$ cat config.mk
export PLATFORM = sky130hd
export DESIGN_NAME = bitstream_fetch_ctrl
export DESIGN_NICKNAME = d
export VERILOG_FILES = /design/src/rtl/bfc_pkg.sv /design/src/rtl/bfc_bit_buffer.sv /design/src/rtl/bitstream_fetch_ctrl.sv
export SDC_FILE = /design/constraint.sdc
export NUM_CORES = 1
export LEC_CHECK = 0
export ABC_AREA = 1
export CAP_MARGIN = 40
export CORE_MARGIN = 4
export CORE_UTILIZATION = 53
export DETAILED_ROUTE_END_ITERATION = 12
export GPL_ROUTABILITY_DRIVEN = 0
export PLACE_DENSITY_LB_ADDON = 0.3
export RECOVER_POWER = 25
export REMOVE_ABC_BUFFERS = 1
export SLEW_MARGIN = 20
export SYNTH_ARGS = -nofsm -noshare
export SYNTH_HDL_FRONTEND = slang
export SYNTH_SLANG_ARGS = --single-unit
$ cat constraint.sdc
create_clock -name clk -period 5.4 [get_ports clk]
set_clock_uncertainty 0.1 [all_clocks]
set_input_delay 0.81 -clock clk [delete_from_list [all_inputs] [get_ports clk]]
set_output_delay 0.81 -clock clk [all_outputs]
set_load 0.02 [all_outputs]
$ cat src/rtl/bfc_pkg.sv
// Shared definitions for the bitstream fetch controller.
//   bfc_state_e   : fetch FSM states (idle, waiting for a word, end of stream)
//   MAX_READ_BITS : widest single consumer read
//   NBITS_W       : width of the consumer bit-count field
//   fill_width()  : width of a counter able to hold 0..buf_w
package bfc_pkg;

    typedef enum logic [1:0] {
        S_IDLE = 2'd0,
        S_WAIT = 2'd1,
        S_EOS  = 2'd2
    } bfc_state_e;

    localparam int MAX_READ_BITS = 9;
    localparam int NBITS_W       = 4;

    function automatic int fill_width(input int buf_w);
        return $clog2(buf_w + 1);
    endfunction

endpackage

$ cat src/rtl/bfc_bit_buffer.sv
// MSB-first bit buffer with fill counter.
// The oldest stream bit always sits at data_o[BUF_W-1]; bits below the fill
// level are kept at zero so reads past the valid data come out zero-padded.
// In one cycle the consume (or clear) is applied first, then an appended word
// lands directly below the remaining valid bits.
// Ports:
//   clk, rst     : clock, synchronous active-high reset
//   append_en_i  : append word_i this cycle
//   word_i       : word to append, MSB first
//   consume_n_i  : bits removed from the top this cycle (0..MAX_READ_BITS)
//   clear_i      : drop all buffered bits (underflow read)
//   data_o       : buffer contents
//   fill_o       : number of valid bits
module bfc_bit_buffer
    import bfc_pkg::*;
#(
    parameter int  WORD_W = 9,
    parameter int  BUF_W  = 32,
    localparam int FILL_W = fill_width(BUF_W)
) (
    input  logic               clk,
    input  logic               rst,
    input  logic               append_en_i,
    input  logic [WORD_W-1:0]  word_i,
    input  logic [NBITS_W-1:0] consume_n_i,
    input  logic               clear_i,
    output logic [BUF_W-1:0]   data_o,
    output logic [FILL_W-1:0]  fill_o
);

    logic [BUF_W-1:0]  data_q, data_d;
    logic [FILL_W-1:0] fill_q, fill_d;
    logic [BUF_W-1:0]  shifted;
    logic [FILL_W-1:0] fill_s;
    logic [BUF_W-1:0]  word_ext;

    assign word_ext = {word_i, {(BUF_W - WORD_W){1'b0}}};

    always_comb begin
        shifted = data_q << consume_n_i;
        fill_s  = fill_q - FILL_W'(consume_n_i);
        if (clear_i) begin
            shifted = '0;
            fill_s  = '0;
        end
        data_d = shifted;
        fill_d = fill_s;
        if (append_en_i) begin
            // The refill threshold guarantees fill_s + WORD_W <= BUF_W here.
            data_d = shifted | (word_ext >> fill_s);
            fill_d = fill_s + FILL_W'(WORD_W);
        end
    end

    always_ff @(posedge clk) begin
        if (rst) begin
            data_q <= '0;
            fill_q <= '0;
        end else begin
            data_q <= data_d;
            fill_q <= fill_d;
        end
    end

    assign data_o = data_q;
    assign fill_o = fill_q;

endmodule

$ cat src/rtl/bitstream_fetch_ctrl.sv
// Bitstream fetch controller for the arithmetic decoder.
// Keeps an MSB-first bit buffer topped up from a word source (one request
// outstanding at most) and serves 0..9-bit reads to the decoder engine.
// End of stream comes from src_eos_i or from a source timeout.
// Optional build macro BFC_STATS_EN adds saturating statistics counters.
// Ports:
//   clk, rst          : clock, synchronous active-high reset
//   src_req_o         : single-cycle fetch pulse
//   src_data_i        : fetched word, MSB first
//   src_valid_i       : one-cycle strobe qualifying src_data_i
//   src_eos_i         : source has no more data (sampled while waiting)
//   cons_req_i        : read request, held until cons_ack_o
//   cons_nbits_i      : bits requested (values above 9 read 9)
//   cons_ack_o        : one-cycle acknowledge
//   cons_bits_o       : read bits, right-aligned, zero-extended
//   cons_underflow_o  : read was zero-padded past end of stream
//   eos_o             : sticky end-of-stream flag
//   fill_level_o      : valid bits in the buffer
//   stat_words_o      : (BFC_STATS_EN) accepted source words
//   stat_bits_o       : (BFC_STATS_EN) bits delivered, padding included
// Handshake: a read is evaluated on any cycle where cons_req_i is high and
// cons_ack_o was low the cycle before; cons_ack_o then pulses for one cycle.
module bitstream_fetch_ctrl
    import bfc_pkg::*;
#(
    parameter int  WORD_W      = 9,
    parameter int  BUF_W       = 32,
    parameter int  TIMEOUT_CYC = 64,
    localparam int FILL_W      = fill_width(BUF_W)
) (
    input  logic                     clk,
    input  logic                     rst,
    output logic                     src_req_o,
    input  logic [WORD_W-1:0]        src_data_i,
    input  logic                     src_valid_i,
    input  logic                     src_eos_i,
    input  logic                     cons_req_i,
    input  logic [NBITS_W-1:0]       cons_nbits_i,
    output logic                     cons_ack_o,
    output logic [MAX_READ_BITS-1:0] cons_bits_o,
    output logic                     cons_underflow_o,
    output logic                     eos_o,
    output logic [FILL_W-1:0]        fill_level_o
`ifdef BFC_STATS_EN
   ,output logic [31:0]              stat_words_o,
    output logic [31:0]              stat_bits_o
`endif
);

    localparam int TMO_W = $clog2(TIMEOUT_CYC + 1);

    bfc_state_e               state_q;
    logic                     src_req_q;
    logic                     eos_q;
    logic [TMO_W-1:0]         tmo_q;
    logic                     cons_ack_q;
    logic [MAX_READ_BITS-1:0] cons_bits_q;
    logic                     cons_under_q;

    logic [BUF_W-1:0]         buf_data;
    logic [FILL_W-1:0]        fill;
    logic [NBITS_W-1:0]       n_eff;
    logic [MAX_READ_BITS-1:0] peek;
    logic                     eval;
    logic                     rd_ok;
    logic                     rd_under;
    logic                     rd_fire;
    logic                     append_en;

    assign n_eff = (cons_nbits_i > NBITS_W'(MAX_READ_BITS)) ? NBITS_W'(MAX_READ_BITS)
                                                             : cons_nbits_i;
    // Top n bits of the buffer, right-aligned; n = 0 yields zero.
    assign peek = buf_data[BUF_W-1 -: MAX_READ_BITS] >> (NBITS_W'(MAX_READ_BITS) - n_eff);

    assign eval      = cons_req_i && !cons_ack_q;
    assign rd_ok     = eval && (fill >= FILL_W'(n_eff));
    assign rd_under  = eval && (fill < FILL_W'(n_eff)) && eos_q;
    assign rd_fire   = rd_ok || rd_under;
    assign append_en = (state_q == S_WAIT) && src_valid_i;

    bfc_bit_buffer #(
        .WORD_W (WORD_W),
        .BUF_W  (BUF_W)
    ) u_buf (
        .clk         (clk),
        .rst         (rst),
        .append_en_i (append_en),
        .word_i      (src_data_i),
        .consume_n_i (rd_ok ? n_eff : '0),
        .clear_i     (rd_under),
        .data_o      (buf_data),
        .fill_o      (fill)
    );

    always_ff @(posedge clk) begin
        if (rst) begin
            state_q      <= S_IDLE;
            src_req_q    <= 1'b0;
            eos_q        <= 1'b0;
            tmo_q        <= '0;
            cons_ack_q   <= 1'b0;
            cons_bits_q  <= '0;
            cons_under_q <= 1'b0;
        end else begin
            src_req_q    <= 1'b0;
            cons_ack_q   <= rd_fire;
            cons_under_q <= rd_under;
            if (rd_fire) begin
                cons_bits_q <= peek;
            end
            case (state_q)
                S_IDLE: begin
                    tmo_q <= '0;
                    if (!eos_q && (fill <= FILL_W'(BUF_W - WORD_W))) begin
                        src_req_q <= 1'b1;
                        state_q   <= S_WAIT;
                    end
                end
                S_WAIT: begin
                    if (src_valid_i) begin
                        // Word already appended by the buffer this cycle.
                        if (src_eos_i) begin
                            eos_q   <= 1'b1;
                            state_q <= S_EOS;
                        end else begin
                            state_q <= S_IDLE;
                        end
                    end else if (src_eos_i || (tmo_q == TMO_W'(TIMEOUT_CYC - 1))) begin
                        eos_q   <= 1'b1;
                        state_q <= S_EOS;
                    end else begin
                        tmo_q <= tmo_q + 1'b1;
                    end
                end
                S_EOS: begin
                    state_q <= S_EOS;
                end
                default: begin
                    state_q <= S_IDLE;
                end
            endcase
        end
    end

    assign src_req_o        = src_req_q;
    assign cons_ack_o       = cons_ack_q;
    assign cons_bits_o      = cons_bits_q;
    assign cons_underflow_o = cons_under_q;
    assign eos_o            = eos_q;
    assign fill_level_o     = fill;

`ifdef BFC_STATS_EN
    logic [31:0] stat_words_q;
    logic [31:0] stat_bits_q;
    logic [32:0] bits_sum;

    assign bits_sum = {1'b0, stat_bits_q} + {{(33 - NBITS_W){1'b0}}, n_eff};

    always_ff @(posedge clk) begin
        if (rst) begin
            stat_words_q <= '0;
            stat_bits_q  <= '0;
        end else begin
            if (append_en && (stat_words_q != '1)) begin
                stat_words_q <= stat_words_q + 1'b1;
            end
            if (rd_fire) begin
                stat_bits_q <= bits_sum[32] ? '1 : bits_sum[31:0];
            end
        end
    end

    assign stat_words_o = stat_words_q;
    assign stat_bits_o  = stat_bits_q;
`endif

endmodule

==> flow_summary.json <==
{
  "postRouteAntennaNets": 0,
  "final_max_slew_viol_count": 0,
  "initial_core_util_pct": 54.3,
  "drc": 0,
  "cts_hold_buf": 0,
  "rows": 36,
  "maxCapViolations": 0,
  "cts_tree": "yes",
  "min_to": "tmo_q[6]$_SDFFE_PP0P_",
  "crit_fanout": 25,
  "endpoint_kind": "flip-flop",
  "ir_drop_v": 0.000495,
  "post_cts_resized": 0,
  "critPathMaxStageDelay_ns": 0.51,
  "rsz0062_at_grt": "false",
  "period_share_pct": 85.9,
  "rr_endpoint": "u_buf.data_o[10]$_SDFF_PP0_",
  "required_ns": 5.58,
  "yosys_register_bits": 60,
  "clk_latency_ns": 0.35,
  "leakagePower_uw": 0.00271,
  "finalSetupViolCount": 0,
  "status": "complete, no violations",
  "critPathKind": "input pin to flip-flop",
  "synth_area_sq_um": 5290,
  "dp_hpwl_mm": 11.3,
  "viasPerCell": 5.86,
  "dr_wl_met3_mm": 1.56,
  "met1_length_mm": 6.95,
  "grt_pass1_wl_mm": 25.9,
  "die_h_um": 108,
  "synthToLayoutAreaGrowth_pct": 11.2,
  "antenna_found_initial": 0,
  "core_sq_um": 9730,
  "layout.nets": 933,
  "crit_buf_inv": 6,
  "clock.fmax_mhz": 216,
  "rrSetupSlack_ns": 1.63,
  "critPathSlowestCell": "clkdlybuf4s50_1",
  "tns_ns": 0,
  "worstMarginPinSlew_ns": 0.958,
  "drtIter0Drc": 703,
  "cts_buffer_depth": 2,
  "syn_inst": 892,
  "grt_start_max_net_pins": 42,
  "startpoint_type": "input pin",
  "powerDensity_nw_per_um2": 679,
  "drive_gt1_share_pct": 6.84,
  "clk_pin_slew_ns": 0.07,
  "routed_wl_mm": 15.6,
  "grt_pass1_vias": 5373,
  "worstHoldPathType": "flip-flop to flip-flop",
  "rr_worst_depth": 23,
  "num_vias": 6092,
  "cts_made_buffers": 9,
  "arrival_ns": 4.82,
  "place_inst": 1025,
  "ys.warnings.count": 0,
  "grt_usage_pct": 27.6,
  "slew_headroom_pct": 36.2,
  "cts_max_level": 3,
  "dieArea_sq_um": 11600,
  "portBuffers": 36,
  "netlist-cell-type-count": 43,
  "clock_sink_count": 60,
  "root_buffer": "clkbuf_8",
  "crit_family": "buffers and inverters",
  "grt.overflow.total": 0,
  "post_cts_buffers": 0,
  "routed-wl-met2_mm": 6.78,
  "avgRoutedWirePerCell_um": 15.0,
  "hold_viol_final": 0,
  "die_w_um": 108,
  "diodes": 0,
  "r2r_start": "u_buf.fill_o[3]$_SDFF_PP0_",
  "ys_seq_area_share_pct": 22.7,
  "final_cells": 1040,
  "fin_crit_ns": 4.64,
  "cp_cell_sequence": "clkdlybuf4s50_1 > inv_1 > nand2_1 > ha_1 > nand2_1 > nor2_1 > nand2_1 > nand3_4 > buf_4 > nand2_4 > nor2_8 > inv_2 > ha_1 > nand2_1 > o21ai_0 > xnor2_1 > inv_1 > nand2_1 > inv_1 > nand2_1 > o21ai_1 > nand2_1 > a21oi_1",
  "min_from": "tmo_q[6]$_SDFFE_PP0P_",
  "firstDrtPassIters": 9,
  "synth_area_per_cell_sq_um": 5.92,
  "fillers": 938,
  "final_core_util_pct": 60.4,
  "top_layer_used": "met4",
  "hold_depth": 2,
  "io_pins": 37,
  "crit_top_cell": "nand2_1"
}
[tightest hold or removal path: cells and delay by family (launching register included)]
kind | cells | cell delay [ns]
flops | 1 | 0.30
buf+inv | 1 | 0.06
simple gates | 1 | 0.05
[metal layers]
layer / track usage [%] / vias to the layer above
li1: - / 3016
met1: 39.1 / 2656
met2: 40.8 / 383
met3: 5.46 / 37
met4: 10.9 / 0
met5: 0 / -
[state kept, by name, summed over array words and instances, names as in the netlist]
signal and cells:
state_q 2, src_req_o 1, eos_o 1, cons_bits_o 9
u_buf.data_o 32, tmo_q 7, cons_underflow_o 1, u_buf.fill_o 6
cons_ack_o 1
[cell type report]
cell class | instances | area (sq um) | area share, %
sequential | 60 | 1200 | 20.4
timing repair buffer | 48 | 457 | 7.77
clock buffer | 11 | 151 | 2.58
multi-input combinational | 674 | 3410 | 58.1
tap | 133 | 166 | 2.83
inverter | 110 | 413 | 7.03
clock inverter | 4 | 72.6 | 1.24
[cell usage after synthesis (all sizes together)]
master | instances | area share [%]
nand3 | 243 | 24
nand2 | 223 | 17
inv | 109 | 7.7
dfxtp | 60 | 23
a21oi | 48 | 4.5
nor2 | 46 | 4.4
buf | 37 | 4.1
o21ai | 33 | 3.1
nand4 | 32 | 4.1
clkbuf | 11 | 0.78
ha | 11 | 2.6
nor3 | 9 | 0.85
o211ai | 8 | 1.1
xnor2 | 3 | 0.50
a221oi | 2 | 0.33
a31oi | 2 | 0.52
nor4 | 2 | 0.24
or2 | 2 | 0.24
xor2 | 2 | 0.33
a2111oi | 1 | 0.17
a21o | 1 | 0.14
a22oi | 1 | 0.14
a41oi | 1 | 0.17
clkinv | 1 | 0.071
fa | 1 | 0.38
nand3b | 1 | 0.14
nor3b | 1 | 0.14
o2111ai | 1 | 0.17
[power breakdown]
part           leakage, uW  total [uW]  switching (uW)  internal, uW
registers         0.000491         668            87.3           581
logic              0.00210        2850            1980           876
clock network     0.000111         465             183           282
total              0.00271        3990            2250          1740
[logic make-up after synthesis]
logic type	Yosys count	share of synthesized area, %
and+or+nand+nor	559	50.4
xor gates and xnor gates	5	0.829
DFF	60	22.7
adders and majority gates	12	2.98
buffers and inverters	158	12.7
AOI/OAI and AO/OA	98	10.4
[placed cells by master (no fill, tap or decap), types with 11 or more instances in the layout]
cell type | Yosys | final
inv_2 | 12 | 12
a21oi_1 | 48 | 48
nand4_1 | 31 | 31
o21ai_0 | 23 | 23
nor2_1 | 39 | 39
ha_1 | 11 | 11
buf_4 | 5 | 11
nand3_1 | 239 | 239
clkbuf_8 | 0 | 11
dfxtp_1 | 60 | 60
nand2_1 | 214 | 214
inv_1 | 97 | 97
clkdlybuf4s50_1 | 0 | 26
[stage by stage]
step           hold WS (ns)  power, uW  instance area, sq um  worst slack, ns
6_report              0.350       3990                  5880            0.761
5_1_grt               0.379       4370                  5880            0.415
4_1_cts               0.351       3930                  5880            0.806
3_5_place_dp          0.341       3450                  5650            0.441
3_3_place_gp          0.330       3430                  5630            0.528
2_1_floorplan         0.322       2740                  5030            0.169
[worst max-delay path by stage]
stage | start | end | cells after the start
floorplan | cons_nbits_i[1] | u_buf.data_o[15]$_SDFF_PP0_ | 23
global placement | cons_nbits_i[3] | u_buf.data_o[10]$_SDFF_PP0_ | 26
detailed placement | cons_nbits_i[3] | u_buf.data_o[10]$_SDFF_PP0_ | 23
CTS | cons_nbits_i[3] | u_buf.data_o[10]$_SDFF_PP0_ | 26
global route | cons_nbits_i[3] | u_buf.data_o[10]$_SDFF_PP0_ | 26
finish | cons_nbits_i[3] | u_buf.data_o[10]$_SDFF_PP0_ | 23
Power figures use the tool's default switching activity.
